`src/rtl/sad_block_accumulator.sv`:
```
// Streaming SAD engine: |pix_a - pix_b| per pair, saturating sum over N_PIX pairs per block.
// Optional macro SAD_MIN_TRACK_EN adds best-candidate (minimum SAD) tracking.
module sad_block_accumulator #(
  parameter int PIX_W = 8,
  parameter int N_PIX = 256,
  parameter int SAD_W = 16
) (
  input  logic             clk,
  input  logic             rst_n,
  input  logic             start,
  input  logic             in_valid,
  output logic             in_ready,
  input  logic [PIX_W-1:0] pix_a,
  input  logic [PIX_W-1:0] pix_b,
  output logic [SAD_W-1:0] sad,
  output logic             sad_valid,
  output logic             busy
`ifdef SAD_MIN_TRACK_EN
  ,
  input  logic             min_clear,
  output logic [SAD_W-1:0] best_sad,
  output logic [7:0]       best_idx
`endif
);

  localparam int CNT_W = (N_PIX > 2) ? $clog2(N_PIX) : 1;

  typedef enum logic [1:0] {
    S_IDLE,
    S_ACCUM,
    S_DRAIN,
    S_DONE
  } state_t;

  state_t           r_state;
  logic             r_in_ready;
  logic             r_busy;
  logic             r_sad_valid;
  logic [CNT_W-1:0] r_cnt;
  logic             r_s1_valid;
  logic [PIX_W-1:0] r_abs;
  logic [SAD_W-1:0] r_acc;

  logic             w_hs;
  logic             w_start_ok;
  logic             w_last;
  logic [PIX_W:0]   w_diff;
  logic [PIX_W-1:0] w_abs;
  logic [SAD_W:0]   w_sum;

  assign w_hs       = in_valid & r_in_ready;
  assign w_start_ok = start & ((r_state == S_IDLE) | (r_state == S_DONE));
  assign w_last     = (r_cnt == CNT_W'(N_PIX - 1));

  // Top bit of the 9-bit difference is the borrow: set means pix_a < pix_b.
  assign w_diff = {1'b0, pix_a} - {1'b0, pix_b};
  assign w_abs  = w_diff[PIX_W] ? PIX_W'(-w_diff) : w_diff[PIX_W-1:0];
  assign w_sum  = {1'b0, r_acc} + (SAD_W + 1)'(r_abs);

  // NOTE: all sequential state uses non-blocking assignments so every register
  // samples pre-edge values regardless of block ordering.
  always_ff @(posedge clk or negedge rst_n) begin
    if (!rst_n) begin
      r_state     <= S_IDLE;
      r_in_ready  <= 1'b0;
      r_busy      <= 1'b0;
      r_sad_valid <= 1'b0;
      r_cnt       <= '0;
    end else begin
      r_sad_valid <= 1'b0;
      case (r_state)
        S_IDLE: begin
          if (start) begin
            r_state    <= S_ACCUM;
            r_in_ready <= 1'b1;
            r_busy     <= 1'b1;
            r_cnt      <= '0;
          end
        end
        S_ACCUM: begin
          if (w_hs) begin
            r_cnt <= r_cnt + 1'b1;
            if (w_last) begin
              r_state    <= S_DRAIN;
              r_in_ready <= 1'b0;
            end
          end
        end
        // Wait until the last stage-1 term has been folded into the accumulator.
        S_DRAIN: begin
          if (!r_s1_valid) begin
            r_state     <= S_DONE;
            r_sad_valid <= 1'b1;
          end
        end
        S_DONE: begin
          if (start) begin
            r_state    <= S_ACCUM;
            r_in_ready <= 1'b1;
            r_cnt      <= '0;
          end else begin
            r_state <= S_IDLE;
            r_busy  <= 1'b0;
          end
        end
        default: begin
          r_state    <= S_IDLE;
          r_in_ready <= 1'b0;
          r_busy     <= 1'b0;
        end
      endcase
    end
  end

  always_ff @(posedge clk or negedge rst_n) begin
    if (!rst_n) begin
      r_s1_valid <= 1'b0;
      r_abs      <= '0;
      r_acc      <= '0;
    end else if (w_start_ok) begin
      r_s1_valid <= 1'b0;
      r_acc      <= '0;
    end else begin
      r_s1_valid <= w_hs;
      if (w_hs) r_abs <= w_abs;
      if (r_s1_valid) r_acc <= w_sum[SAD_W] ? {SAD_W{1'b1}} : w_sum[SAD_W-1:0];
    end
  end

  assign in_ready  = r_in_ready;
  assign busy      = r_busy;
  assign sad_valid = r_sad_valid;
  assign sad       = r_acc;

`ifdef SAD_MIN_TRACK_EN
  logic [7:0]       r_cand;
  logic [SAD_W-1:0] r_best_sad;
  logic [7:0]       r_best_idx;

  // Compare happens while sad_valid is high, so results land as the pulse ends.
  always_ff @(posedge clk or negedge rst_n) begin
    if (!rst_n) begin
      r_cand     <= '0;
      r_best_sad <= {SAD_W{1'b1}};
      r_best_idx <= '0;
    end else if (min_clear) begin
      r_cand     <= '0;
      r_best_sad <= {SAD_W{1'b1}};
      r_best_idx <= '0;
    end else if (r_sad_valid) begin
      r_cand <= r_cand + 8'd1;
      if (r_acc < r_best_sad) begin
        r_best_sad <= r_acc;
        r_best_idx <= r_cand;
      end
    end
  end

  assign best_sad = r_best_sad;
  assign best_idx = r_best_idx;
`endif

endmodule

```
`config.mk`:
```
export PLATFORM = sky130hd
export DESIGN_NAME = sad_block_accumulator
export DESIGN_NICKNAME = d
export VERILOG_FILES = /design/src/rtl/sad_block_accumulator.sv
export SDC_FILE = /design/constraint.sdc
export NUM_CORES = 1
export LEC_CHECK = 0
export ABC_AREA = 1
export BUFFER_PORTS_ARGS = -buffer_cell sky130_fd_sc_hd__buf_4
export CAP_MARGIN = 25
export CORE_ASPECT_RATIO = 1.2
export CORE_UTILIZATION = 40
export DETAILED_ROUTE_END_ITERATION = 10
export GPL_ROUTABILITY_DRIVEN = 0
export PLACE_DENSITY = 0.61
export SLEW_MARGIN = 10
export SYNTH_ARGS = -nofsm -noshare
export SYNTH_HDL_FRONTEND = slang
export SYNTH_SLANG_ARGS = --single-unit
```
`constraint.sdc`:
```
create_clock -name clk -period 3.9 [get_ports clk]
set_clock_uncertainty 0.05 [all_clocks]
set_input_delay 0.585 -clock clk [delete_from_list [all_inputs] [get_ports clk]]
set_output_delay 0.585 -clock clk [all_outputs]
set_load 0.01 [all_outputs]
```
# Word level (Yosys, flattened, before mapping)
# Cells that the tools add are included.
[word_totals]
reg_bits = 38
word_cells = 58
[classes]
n_addsub = 4
n_eq_ne = 10
reduce_logical = 10
mux = 22
bitwise = 4
[ops]
columns = ["op", "count"]
rows = [
  ["16-bit two-way mux", 3],
  ["8-bit two-way mux", 3],
  ["16-bit by 8-bit adder with 17-bit output", 1],
  ["8-bit case mux with 2 select lines", 1],
  ["2-bit != test (second input constant)", 5],
  ["8-bit by 8-bit subtractor with 9-bit output", 1],
  ["8-bit by 1-bit adder with 8-bit output (second input constant)", 1],
  ["8-bit equality test (second input constant)", 1],
  ["1-bit two-way mux", 8],
  ["2-bit two-way mux", 4],
  ["8-bit negation", 1],
  ["2-bit case mux with 4 select lines", 1],
  ["4-bit AND reduction", 2],
  ["3-bit AND reduction", 2],
  ["2-bit nonzero test", 3],
  ["2-bit equality test (second input constant)", 2],
  ["1-bit case mux with 2 select lines", 2],
  ["1-bit AND", 2],
  ["2-bit by 1-bit equality test with 1-bit output (second input constant)", 1],
  ["2-bit zero test", 1],
  ["2-bit by 1-bit != test with 1-bit output (second input constant)", 1],
  ["2-bit AND reduction", 1],
  ["2-bit OR reduction", 1],
  ["1-bit NOT", 1],
  ["1-bit bitwise OR", 1],
]

# Logic depth before layout (Yosys ltp)
[logic_depth]
word_depth = 5
mapped_depth = 15

# Worst setup path before layout
# OpenSTA, ideal clock, no wires.
[synth_timing]
path_kind = "input-to-reg"
from = "input pix_a[0]"
to = "register r_abs[6]"
path_stages = 14
path_buffers = 0
t_arrival_ns = 2.084
path_slack_ns = 1.648
required_time_ns = 3.733
setup_ns = 0.117
path_cell_list = "inv_1 -> ha_1 -> inv_1 -> fa_1 -> inv_1 -> ha_1 -> nand2_1 -> nand3b_1 -> nor2_1 -> nand2_1 -> nand2_1 -> nand2_1 -> nand3_1 -> nand2_1"
[synth_between]
elab_chain_len = 3
[synth_lines]
columns = ["element", "line_no", "source"]
rows = [
  ["start, declared", "13", "input logic [PIX_W-1:0] pix_a,"],
  ["8-bit by 8-bit subtractor with 9-bit output (*)", "56", "assign w_diff = {1'b0, pix_a} - {1'b0, pix_b};"],
  ["8-bit negation", "57", "assign w_abs = w_diff[PIX_W] ? PIX_W'(-w_diff) : w_diff[PIX_W-1:0];"],
  ["8-bit two-way mux (*)", "57", ""],
  ["end signal, assigned", "125", "if (w_hs) r_abs <= w_abs;"],
  ["end, declared", "41", "logic [PIX_W-1:0] r_abs;"],
]
# Every way passes the cells marked *; elsewhere a longest branch is shown, timed or not.
# A chain may end at the register's enable or synchronous reset.

# Worst setup path in the final report
[layout_timing]
from = "register r_state[0]"
to = "register r_acc[8] (netlist: sad[8])"
[layout_between]
elab_chain_len = 4
[layout_lines]
columns = ["element", "line_no", "source"]
rows = [
  ["start, declared", "35", "state_t r_state;"],
  ["start signal, assigned", "64", "r_state <= S_IDLE;"],
  ["start signal, assigned", "74", "r_state <= S_ACCUM;"],
  ["start signal, assigned", "84", "r_state <= S_DRAIN;"],
  ["2-bit equality test or 2-bit zero test (tied branches)", "52", "assign w_start_ok = start & ((r_state == S_IDLE) | (r_state == S_DONE));"],
  ["1-bit bitwise OR (*)", "52", ""],
  ["1-bit AND (*)", "52", ""],
  ["16-bit two-way mux or 2-bit nonzero test (tied branches)", "-", ""],
  ["end signal, assigned", "126", "if (r_s1_valid) r_acc <= w_sum[SAD_W] ? {SAD_W{1'b1}} : w_sum[SAD_W-1:0];"],
  ["end, declared", "42", "logic [SAD_W-1:0] r_acc;"],
]
# Marks and branches as above.

==> impl_metrics.toml <==
[synthesis]
yosysMostFrequentCell = "nand2_1"
synth_warnings = 0
synth_seq_area_share_pct = 32.1
yosysTopAreaCellShare_pct = 32.1
synth_fp_nets = 463
synthesis.area_mm2 = 0.00296
synth.top_cells.by_count = "131 x nand2_1, 56 x inv_1, 38 x dfrtp_1, 38 x nand3_1, 32 x nor2_1"
synth_cell_types = 37
async_reset_ff_share_pct = 100
synth-seq-cells = 38
synth_top_cell_by_area = "dfrtp_1"
syn_inst = 418
syn_area_per_cell_um2 = 7.09
synth-edff-count = 0
synth_area_leaders = "dfrtp_1 32%, nand2_1 17%, ha_1 9.7%, inv_1 7.1%, nand3_1 6.4%"
yosys_most_used_dff = "dfrtp_1"

[sta]
final-max-slew-violation-count = 0
relSlewSlack_pct = 33.9
fmax_ghz = 0.446
finalSetupTns_ps = 0
min_period_ps = 2240
post-route-period-util_pct = 57.5
hold_viol = 0
rsz0062_at_grt = "no"
finalSetupViolations = 0
worst_pin_slew_ps = 988

[setup_path]
r2r_slack_ps = 1660
crit_chain = "inv_1 > ha_1 > inv_2 > nand2_2 > inv_1 > nor2_1 > nand2_1 > o21ai_2"
cpMostUsedCell = "inv_1"
crit_cells = 8
setup.worst_path.start_class = "flop"
critPathMaxFanout = 12
rr_worst_depth = 8
path_class = "flop to flop"
cp_num_buf_inv = 3
max_stage_delay_ps = 750
worstPathArrival_ps = 2420
crit_required_ps = 4080
critPathTopFamily = "simple AND/OR/NAND/NOR gates"
end_kind = "flop"
slowest_stage = "nor2_1"

[route]
drtPass1Iterations = 4
drt-vias-per-instance = 4.95
drcViolationCount = 0
drtAntennaViolNets = 0
vias = 2730
drt_iter0_drc = 91
wirelength_um = 6190
wire_per_inst_um = 11.2

[placed_design]
dp.final_hpwl_um = 4780
dp.cells = 544
io_buffers = 38
dpl_cell_area_mm2 = 0.00334

[power]
power.total_mw = 1.90
power_density_mw_per_mm2 = 556
vdd_drop_max_mv = 0.268
power.leakage_nw = 1.90

[final_layout]
final_cell_area_mm2 = 0.00342
nFillCells = 769
nNetsFinal = 506
final_cells = 551
drive_gt1_share_pct = 16.7
area_growth_pct = 15.4
multi_input_area_mm2 = 0.00177
seq_area_um2 = 951
antenna_cells = 0

[worst_hold_path]
hp-class = "input port to async pin"

[clocking]
htreeDepth = 2
cts-resized-gates = 0
cts_root_buf = "clkbuf_8"
clock_path_buffers = 2
cts_hold_buf = 0
cts_tree = "built"
clk_pin_slew_worst_paths_ps = 80
insertion_delay_ps = 290
clock-sinks = 38
cts_buffers = 5
post_cts_buffers = 0

[floorplan]
fp.dieW_um = 80.6
rows = 34
coreArea_mm2 = 0.00723
start_util_pct = 41.0
dieArea_mm2 = 0.00776
die_h_um = 96.3
io_pins = 39

[global_routing]
grt_max_degree = 39
track_usage_pct = 18.0
grt_pass1_wl_um = 10900
globalRoute.totalOverflow = 0
grt_antenna_before_repair = 0
grt_pass1_vias = 2648

[outcome]
status = "finished clean"

[run]
cap_violations = 0
[metrics by stage]
stage / utilization (%) / setup slack [ps] / hold WS, ps
floorplan: - / 1650 / 239
global placement: 46.2 / 1460 / 404
detailed placement: 46.2 / 1420 / 413
CTS: 47.3 / 1640 / 218
global route: 47.3 / 1460 / 238
finish: 47.3 / 1660 / 202
[cell type report]
class	count	area share, %
Clock buffer	5	2.01
Clock inverter	2	0.293
Inverter	58	6.36
Multi-Input combinational cell	319	51.7
Sequential cell	38	27.8
Tap cell	90	3.29
Timing Repair Buffer	39	8.56
[worst paths after layout]
path	startpoint	to
worst max-delay path	r_state[0]	sad[8]
worst min-delay path	rst_n	in_ready
worst max register to register	r_state[0]	sad[8]
worst min register to register	r_cnt[7]	r_cnt[7]
max in group asynchronous	rst_n	r_abs[5]
min in group clk	r_cnt[7]	r_cnt[7]
[report_power, final]
part,switching (mW),leakage (nW),internal [mW]
clock network,0.139,0.0438,0.120
logic,0.622,1.35,0.407
registers,0.102,0.500,0.512
total,0.863,1.90,1.04
[cell families after synthesis]
kind of cell	after synthesis	synth area share [%]
simple gates	237	36.4
flops	38	32.1
xor+xnor	6	1.77
fa+ha+maj	25	11.1
compound gates	51	10.4
buf+inv	61	8.27
[worst register-to-register path, delay by kind of cell (launching register included)]
family,cells,cell delay [ps]
adders and majority gates,1,340
and+or+nand+nor,3,1010
AOI/OAI and AO/OA,1,80
DFF,1,440
buffers and inverters,3,260
[cells in the final DEF, fill, tap and decap left out, types with 2 or more instances in the layout]
cell / instances
a31oi_1: 2
xnor2_1: 5
o21ai_0: 16
nor3_1: 6
nand3b_1: 3
inv_2: 2
o21ai_1: 2
nand4_1: 4
dfrtp_1: 38
fa_1: 2
o21ai_2: 5
inv_1: 56
ha_1: 23
a21o_1: 2
a21oi_1: 18
nor2_1: 32
nand2_2: 5
nor2_2: 5
nand2_1: 131
buf_4: 39
nand3_1: 38
clkinv_2: 2
nand3_2: 7
clkbuf_8: 5
[flip-flops by register name, indices dropped and copies added, names as in the netlist]
| signal | flops |
|---|---|
| sad_valid | 1 |
| r_state | 2 |
| busy | 1 |
| sad | 16 |
| r_s1_valid | 1 |
| in_ready | 1 |
| r_cnt | 8 |
| r_abs | 8 |
[layer usage]
metal	GRT usage, %	routed length (µm)	share of wire [%]	vias to the layer above
li1	-	-	-	1434
met1	19.6	2900	47	1241
met5	0	0	0	-
met2	35.6	3070	50	49
met3	2.56	162	2.6	6
met4	4.91	61	0.98	0
No activity file was read; power rests on OpenSTA's default activity.
